`src/rtl/in_shift_ctrl.sv`:
```
// Sequencer for one PE row's input feature shift register: fills N taps, then sweeps
// the tap select oldest->newest for every sliding window of a row of num_cols features.
module in_shift_ctrl #(
  parameter int N         = 3,
  parameter int I_WIDTH   = 8,
  parameter int SEL_WIDTH = $clog2(N),
  parameter int CNT_WIDTH = 16
) (
  input  logic                 clk_i,
  input  logic                 rst_n_i,
  input  logic                 start_i,
  input  logic [CNT_WIDTH-1:0] num_cols_i,
  input  logic                 in_valid_i,
  output logic                 in_ready_o,
  input  logic [I_WIDTH-1:0]   in_feature_i,
  output logic [I_WIDTH-1:0]   feature_o,
  output logic                 freg_rst_o,
  output logic                 freg_ld_o,
  output logic [SEL_WIDTH-1:0] f_sel_o,
  output logic                 sel_valid_o,
  input  logic                 sel_ready_i,
  output logic                 busy_o,
  output logic                 done_o,
  output logic                 err_o
);

  typedef enum logic [2:0] {IDLE, CLEAR, FILL, SWEEP, SLIDE, DONE} state_t;

  localparam logic [SEL_WIDTH-1:0] SEL_MAX = SEL_WIDTH'(N - 1);
  localparam logic [CNT_WIDTH-1:0] N_CNT   = CNT_WIDTH'(N);

  state_t                 state;
  logic [CNT_WIDTH-1:0]   num_cols_q;
  logic [CNT_WIDTH-1:0]   loaded;
  logic [CNT_WIDTH-1:0]   loaded_inc;
  logic                   in_ready_q;
  logic                   sel_valid_q;
  logic [SEL_WIDTH-1:0]   f_sel_q;
  logic                   clr_q;
  logic                   done_q;
  logic                   err_q;
  logic                   ld;

  assign ld         = in_valid_i & in_ready_q;
  assign loaded_inc = (loaded == '1) ? loaded : loaded + CNT_WIDTH'(1);

  always_ff @(posedge clk_i or negedge rst_n_i) begin
    if (!rst_n_i) begin
      state       <= IDLE;
      num_cols_q  <= '0;
      loaded      <= '0;
      in_ready_q  <= 1'b0;
      sel_valid_q <= 1'b0;
      f_sel_q     <= '0;
      clr_q       <= 1'b0;
      done_q      <= 1'b0;
      err_q       <= 1'b0;
    end else begin
      clr_q  <= 1'b0;
      done_q <= 1'b0;
      err_q  <= 1'b0;
      case (state)
        IDLE: begin
          if (start_i) begin
            if (num_cols_i >= N_CNT) begin
              num_cols_q <= num_cols_i;
              loaded     <= '0;
              clr_q      <= 1'b1;
              state      <= CLEAR;
            end else begin
              err_q <= 1'b1;
            end
          end
        end
        CLEAR: begin
          in_ready_q <= 1'b1;
          state      <= FILL;
        end
        FILL: begin
          if (ld) begin
            loaded <= loaded_inc;
            if (loaded_inc == N_CNT) begin
              in_ready_q  <= 1'b0;
              sel_valid_q <= 1'b1;
              f_sel_q     <= SEL_MAX;
              state       <= SWEEP;
            end
          end
        end
        SWEEP: begin
          if (sel_ready_i) begin
            if (f_sel_q == '0) begin
              // Last tap of the window: either the row is exhausted or one more feature slides in.
              sel_valid_q <= 1'b0;
              if (loaded == num_cols_q) begin
                done_q <= 1'b1;
                state  <= DONE;
              end else begin
                in_ready_q <= 1'b1;
                state      <= SLIDE;
              end
            end else begin
              f_sel_q <= f_sel_q - SEL_WIDTH'(1);
            end
          end
        end
        SLIDE: begin
          if (ld) begin
            loaded      <= loaded_inc;
            in_ready_q  <= 1'b0;
            sel_valid_q <= 1'b1;
            f_sel_q     <= SEL_MAX;
            state       <= SWEEP;
          end
        end
        DONE:    state <= IDLE;
        default: state <= IDLE;
      endcase
    end
  end

  assign in_ready_o  = in_ready_q;
  assign sel_valid_o = sel_valid_q;
  assign f_sel_o     = f_sel_q;
  assign feature_o   = in_feature_i;
  assign freg_ld_o   = ld;
  assign freg_rst_o  = ~rst_n_i | clr_q;
  assign busy_o      = (state != IDLE);
  assign done_o      = done_q;
  assign err_o       = err_q;

endmodule

```
`config.mk`:
```
export PLATFORM = sky130hd
export DESIGN_NAME = in_shift_ctrl
export DESIGN_NICKNAME = d
export VERILOG_FILES = /design/src/rtl/in_shift_ctrl.sv
export SDC_FILE = /design/constraint.sdc
export NUM_CORES = 1
export LEC_CHECK = 0
export BUFFER_PORTS_ARGS = -buffer_cell sky130_fd_sc_hd__clkbuf_2
export CAP_MARGIN = 25
export CORE_ASPECT_RATIO = 1.5
export CORE_MARGIN = 5
export CORE_UTILIZATION = 51
export DETAILED_ROUTE_END_ITERATION = 10
export HOLD_SLACK_MARGIN = 0.06
export PLACE_DENSITY = 0.74
export SLEW_MARGIN = 0
export SYNTH_ARGS = -nofsm -noshare
export SYNTH_HDL_FRONTEND = slang
export SYNTH_SLANG_ARGS = --single-unit
```
`constraint.sdc`:
```
create_clock -name clk_i -period 2.54 [get_ports clk_i]
set_clock_uncertainty 0.1 [all_clocks]
set_input_delay 0.762 -clock clk_i [delete_from_list [all_inputs] [get_ports clk_i]]
set_output_delay 0.762 -clock clk_i [all_outputs]
set_load 0.02 [all_outputs]
```
==> results of run 1 <==
worst max-delay path by stage:
| stage | start | endpoint | slack [ns] | depth (start not counted) |
|---|---|---|---|---|
| after CTS | loaded[0] | f_sel_o[0] | 0.06 | 8 |
| after global routing | loaded[1] | f_sel_o[0] | 0.02 | 7 |
| final | loaded[5] | f_sel_o[0] | 0.12 | 6 |
| after detailed placement | num_cols_i[5] | loaded[15] | 0.06 | 7 |
| after global placement | num_cols_i[5] | loaded[9] | 0.08 | 7 |
| after floorplan | loaded[0] | f_sel_o[0] | 0.17 | 8 |
cell type report:
| class | count | area [um^2] |
|---|---|---|
| inverters | 7 | 26.28 |
| clock inverters | 2 | 37.54 |
| flip-flops and latches | 42 | 1052 |
| repair buffers | 66 | 435.4 |
| well taps | 68 | 85.08 |
| multi-input cells | 198 | 1380 |
| clock buffers | 6 | 72.57 |
| fillers | 441 | 1996 |
cells by family (layout without fill, tap and decap cells):
family,Yosys count,in the layout
xor gates and xnor gates,21,21
muxes,19,19
adders and majority gates,2,2
buffers and inverters,36,81
AOI/OAI and AO/OA,57,57
and+or+nand+nor,99,99
DFF,42,42
placed cells by master (no fill, tap or decap), types with 3 or more instances in the layout:
cell type	count
clkbuf_8	5
clkbuf_2	29
a31oi_1	3
o31ai_1	6
a311oi_1	3
mux2_2	16
a21oi_1	12
nand3_1	13
nor3_1	6
nand2_1	17
xnor2_1	19
or3_1	3
nand4_1	7
a211oi_1	3
inv_1	7
nor2_1	21
nor4_1	7
buf_4	36
and4_1	5
dfrtp_1	41
o21ai_0	18
mux2i_1	3
where the power goes:
part           switching (uW)  total [uW]  internal [uW]
clock network             238         531            293
registers                 182        1050            872
logic                     677        1250            570
layer usage:
layer / up-vias / wire (um) / GRT usage [%]
met4: 0 / 221 / 10.51
li1: 1093 / - / -
met5: - / 0 / 0
met3: 22 / 257 / 3.797
met2: 67 / 3531 / 35.47
met1: 1097 / 2495 / 25.61
Yosys cell counts, drive strengths merged (2+ instances only):
library cell   n
xor2           2
o31ai          6
nand4          9
or2            2
buf           21
nor3           7
mux2i          3
a311oi         3
o2111ai        2
o21ai         18
o41ai          2
ha             2
nand3b         2
xnor2         19
nand2         18
nor2          21
or3            4
a21oi         12
dfrtp         42
nand3         14
clkbuf         8
a31oi          3
a211oi         3
nor4           9
inv            7
mux2          16
and4           6
stage by stage:
stage / total power [uW] / setup slack [ns] / area [um^2] / instances
5_1_grt: 3030 / 0.01975 / 3089 / 389
2_1_floorplan: 1924 / 0.1651 / 2640 / 276
3_5_place_dp: 2303 / 0.05577 / 2973 / 381
6_report: 2832 / 0.1218 / 3089 / 389
3_3_place_gp: 2269 / 0.08441 / 2973 / 381
4_1_cts: 2834 / 0.06010 / 3083 / 389
sequential cells by signal, indices dropped and copies added (netlist names):
| register | count |
|---|---|
| clr_q | 1 |
| err_o | 1 |
| num_cols_q | 16 |
| loaded | 16 |
| in_ready_o | 1 |
| state | 3 |
| f_sel_o | 2 |
| sel_valid_o | 1 |
| done_o | 1 |
worst reg2reg max path, cell delays in order (launching register included):
cell,delay (ns)
dfrtp_1,0.54
nand2_2,0.10
or3_4,0.41
o31ai_1,0.32
o2111ai_1,0.20
o41a_1,0.41
a31o_1,0.23
timing repair:
action | 4_1_cts | 5_1_grt
hold buffers | 0 | 0
setup endpoints to repair | 0 | 1
gates resized for setup | 0 | 2
==> metrics.csv, run 1 <==
stage;metric;value;unit
outcome;status;completed;
synthesis;yosysSeqAreaShare;39.81;%
die;core_area;0.005085;mm^2
clock_tree;cts.sinks;42;
setup_path;worstPathRequired;2.64;ns
setup_path;reg2reg_to;f_sel_o[0];
routing;drtPass1Iterations;4;
synthesis;syn-num-nets;307;
setup_path;r2r_start;loaded[5];
grt;grt_pass1_wl;11010;um
clock_tree;path_clk_slew;0.08;ns
synthesis;synthCells;276;
setup_path;cp_data_arrival_time;2.51;ns
synthesis;synth_edf_count;0;
die;initial_utilization;51.92;%
setup_path;path_cells;nand2_2, or3_4, o31ai_1, o2111ai_1, o41a_1, a31o_1;
sta;finalHoldViolCount;0;
grt;overflow;0;
synthesis;synthFlopType;dfrtp_1;
synthesis;synth_top_family_by_area;simple AND/OR/NAND/NOR gates;
sta;max_freq;413.5;MHz
synthesis;synth.distinct_cells;53;
synthesis;yosysTopAreaCell;dfrtp_1;
sta;relSlewSlack;57.70;%
die;die_area;0.006745;mm^2
setup_path;worst_r2r_path_depth;6;
routing;drc;0;
sta;rsz0062_at_grt;false;
setup_path;crit_slowest_cell;dfrtp_1;
die;core.rowCount;32;
sta;hold_ws;0.4320;ns
sta;finalCritPeriodShare;95.20;%
grt;antenna_found_initial;0;
setup_path;startpoint_type;flip-flop;
die;io-pin-count;46;
sta;slew_viol_final;0;
routing;antenna_left;0;
power_and_ir_drop;leakage;0.001336;uW
die;die_y;98.12;um
setup_path;critPathCaptureType;flip-flop;
sta;tightest_slew;0.6322;ns
clock_tree;cts_root_buf;clkbuf_8;
hold_path;holdPathEnd;num_cols_q[14];
sta;setup_viol;0;
synthesis;synthArstFlopShare;100.0;%
synthesis;synth-compound-area-share;14.03;%
synthesis;synth_area_leaders;dfrtp_1 40%, mux2_2 6.8%, xnor2_1 6.3%;
synthesis;synth.mux.area_fraction;7.962;%
setup_path;crit_type;flip-flop to flip-flop;
clock_tree;ctsHtreeMaxLevel;2;
sta;setup_tns;0;ns
final_layout;fin_util;60.75;%
routing;routed_wl;6505;um
setup_path;critPathMaxFanout;7;
synthesis;synth_xor_area_share;6.967;%
final_layout;area_growth;17.01;%
run;maxCapViolations;0;
clock_tree;clock_path_buffers;2;
final_layout;diodes;0;
routing;vias;2279;
power_and_ir_drop;vdd_drop_max;0.6774;mV
clock_tree;cts_setup_buffers;0;
routing;drt-initial-drc-count;83;
hold_path;min_path_cells;1;
final_layout;drive_gt1_share;32.09;%
grt;grt_usage;21.33;%
power_and_ir_drop;p_per_area;916.9;mW/mm^2
setup_path;crit_family;compound AO/OA/AOI/OAI gates;
hold_path;hp-start;num_cols_q[14];
clock_tree;cts_tree;done;
synthesis;synth_top_cell_area_share;39.81;%
sta;period_minus_slack;2.418;ns
die;die_w;68.75;um
clock_tree;clk_latency;0.30;ns
grt;grt_max_degree;43;
placement;port-buffer-count;29;
synthesis;syn_area_per_cell;9.565;um^2
clock_tree;cts_buffers;5;
synthesis;ys_warn_count;0;
synthesis;synthAdderAreaFrac;0.9479;%
setup_path;worst-path-buf-inv;0;
synthesis;yosys.area_share.simple;22.09;%
placement;hpwl;5157;um
synthesis;ys_ff_latch;42;
grt;grt_pass1_vias;2299;
hold_path;hold_class;flip-flop to flip-flop;
synthesis;syn-cell-area;0.002640;mm^2
placement;finalWeightedCongestion;0.8689;
routing;routed_via_density;5.859;
final_layout;nets;351;
routing;wl_per_cell;16.72;um
setup_path;max_stage_delay;0.54;ns
setup_path;r2r_slack;0.12;ns
(Power assumes the default switching activity.)
==> run 2: changes to the inputs <==
CORE_MARGIN = 4   (was 5)
CORE_UTILIZATION = 35   (was 51)
PLACE_DENSITY = 0.53   (was 0.74)
==> run 2 against run 1 <==
Against the previous run: setup slack worse by 0.023 ns; wire length up 7.2%; die area increased by 34%; sequential share of layout area down 0.85 points; utilization down 17 points; critical path type unchanged; register-to-register slack lost 0.02 ns; flip-flop and latch count unchanged.
==> metrics.csv, run 2 (synthesized netlist as in run 1, its figures left out) <==
stage;metric;value;unit;change
routing;vias;2230;;was 2279
final_layout;area_growth;20.71;%;was 17.01%
clock_tree;ctsHtreeMaxLevel;2;;unchanged
sta;slew_viol_final;0;;unchanged
setup_path;path_cells;ha_4, nand4_2, or4_1, o31ai_1, o2111ai_2, o41a_1, a31o_1;;was nand2_2, or3_4, o31ai_1, o2111ai_1, o41a_1, a31o_1
clock_tree;cts.sinks;42;;unchanged
power_and_ir_drop;p_per_area;883.9;mW/mm^2;was 916.9 mW/mm^2
grt;grt_pass1_vias;2276;;was 2299
setup_path;critPathMaxFanout;4;;was 7
die;core.rowCount;38;;was 32
setup_path;crit_type;flip-flop to flip-flop;;unchanged
sta;finalCritPeriodShare;96.09;%;was 95.20%
setup_path;crit_family;compound AO/OA/AOI/OAI gates;;unchanged
setup_path;worst-path-buf-inv;0;;unchanged
routing;routed_wl;6974;um;was 6505 um
power_and_ir_drop;vdd_drop_max;0.5540;mV;was 0.6774 mV
die;io-pin-count;46;;unchanged
final_layout;layout_common_cells;42 x buf_4, 36 x dfrtp_1, 29 x clkbuf_2;;was 41 x dfrtp_1, 36 x buf_4, 29 x clkbuf_2
run;maxCapViolations;0;;unchanged
die;die_area;0.009025;mm^2;was 0.006745 mm^2
outcome;status;completed;;unchanged
routing;drt-initial-drc-count;133;;was 83
clock_tree;clock_path_buffers;2;;unchanged
placement;place_area;0.003038;mm^2;was 0.002973 mm^2
grt;overflow;0;;unchanged
final_layout;nets;356;;was 351
final_layout;multi_input_area;0.001421;mm^2;was 0.001380 mm^2
routing;wl_per_cell;16.37;um;was 16.72 um
sta;setup_tns;0;ns;unchanged
final_layout;drive_gt1_share;36.50;%;was 32.09%
placement;placedCellCount;418;;was 381
grt;grt_usage;16.74;%;was 21.33%
routing;antenna_left;0;;unchanged
grt;antenna_found_initial;0;;unchanged
clock_tree;clk_latency;0.31;ns;was 0.30 ns
final_layout;seq_area;0.001059;mm^2;was 0.001052 mm^2
die;die_w;78.91;um;was 68.75 um
sta;relSlewSlack;57.80;%;was 57.70%
final_layout;final_cells;426;;was 389
setup_path;cp_data_arrival_time;2.54;ns;was 2.51 ns
sta;tightest_slew;0.6307;ns;was 0.6322 ns
setup_path;critPathCaptureType;flip-flop;;unchanged
clock_tree;cts_root_buf;clkbuf_8;;unchanged
sta;period_minus_slack;2.441;ns;was 2.418 ns
sta;finalHoldViolCount;0;;unchanged
hold_path;hold_class;flip-flop to flip-flop;;unchanged
grt;grt_max_degree;43;;unchanged
clock_tree;cts_tree;done;;unchanged
placement;hpwl;5509;um;was 5157 um
setup_path;worstPathRequired;2.64;ns;about the same
clock_tree;postCtsHoldBufs;0;;unchanged
final_layout;fin_util;43.81;%;was 60.75%
final_layout;stdcell_area;0.003187;mm^2;was 0.003089 mm^2
clock_tree;path_clk_slew;0.08;ns;about the same
final_layout;diodes;0;;unchanged
power_and_ir_drop;leakage;0.001354;uW;was 0.001336 uW
clock_tree;cts_buffers;5;;unchanged
setup_path;startpoint_type;flip-flop;;unchanged
setup_path;max_stage_delay;0.52;ns;was 0.54 ns
final_layout;final_common_cell;buf_4;;was dfrtp_1
setup_path;crit_slowest_cell;o41a_1;;was dfrtp_1
die;initial_utilization;36.29;%;was 51.92%
sta;rsz0062_at_grt;false;;unchanged
die;die_y;114.4;um;was 98.12 um
die;core_area;0.007274;mm^2;was 0.005085 mm^2
placement;finalWeightedCongestion;0.8422;;was 0.8689
final_layout;reg.largest.list;loaded: 16 flops, num_cols_q: 16 flops, state: 3 flops;;unchanged
final_layout;fill_cells;717;;was 441
sta;setup_viol;0;;unchanged
routing;drc;0;;unchanged
routing;routed_via_density;5.235;;was 5.859
sta;max_freq;409.7;MHz;was 413.5 MHz
routing;drtPass1Iterations;4;;unchanged
grt;grt_pass1_wl;11430;um;was 11010 um
placement;port-buffer-count;29;;unchanged
## run 2: area by class of cell
| cell class | count | share of cell area (%) |
|---|---|---|
| Sequential cell | 42 | 33.22 |
| Timing Repair Buffer | 71 | 14.45 |
| Tap cell | 100 | 3.926 |
| Clock buffer | 6 | 2.591 |
| Clock inverter | 2 | 0.3926 |
| Multi-Input combinational cell | 198 | 44.60 |
| Inverter | 7 | 0.8245 |
## run 2: per-stage QoR
| step | total power, uW | setup WS [ns] | hold slack (ns) |
|---|---|---|---|
| after floorplan | 1924 | 0.1651 | 0.3664 |
| after global placement | 2314 | 0.05232 | 0.4085 |
| after detailed placement | 2334 | 0.04009 | 0.4185 |
| after CTS | 2805 | 0.03532 | 0.4378 |
| after global routing | 3039 | 0.002852 | 0.4608 |
| final | 2817 | 0.09925 | 0.4344 |
## run 2: metal layers
layer / vias to the layer above / global-route usage, % / wire (um)
met1: 1085 / 18.74 / 2813
met4: 0 / 8.486 / 224
li1: 1095 / - / -
met5: - / 0 / 0
met3: 14 / 2.677 / 177
met2: 36 / 30.29 / 3759
## run 2: worst paths after layout
kind	start	endpoint	slack, ns	cells past startpoint
hold reg to reg	num_cols_q[2]	num_cols_q[2]	0.43	1
setup / recovery	loaded[0]	f_sel_o[0]	0.1	7
max in group asynchronous	rst_n_i	loaded[6]	1.44	2
setup reg to reg	loaded[0]	f_sel_o[0]	0.1	7
min in group asynchronous	rst_n_i	loaded[7]	0.49	2
hold / removal	num_cols_q[2]	num_cols_q[2]	0.43	1
## run 2: worst reg2reg max path: cells and delay by family (launching register included)
kind	cells	cell delay, ns
AO/OA/AOI/OAI	4	1.02
AND/OR/NAND/NOR	2	0.65
flip-flops	1	0.42
adder cells (fa/ha/maj)	1	0.16
## run 2: what timing repair did
action | in CTS | in global routing
buffers inserted | 0 | 0
endpoints found under the setup margin | 0 | 2
resized for setup | 0 | 14
## run 2: power by group
part | switching [uW] | internal, uW
clock | 251 | 219
combinational | 676 | 603
sequential | 193 | 876
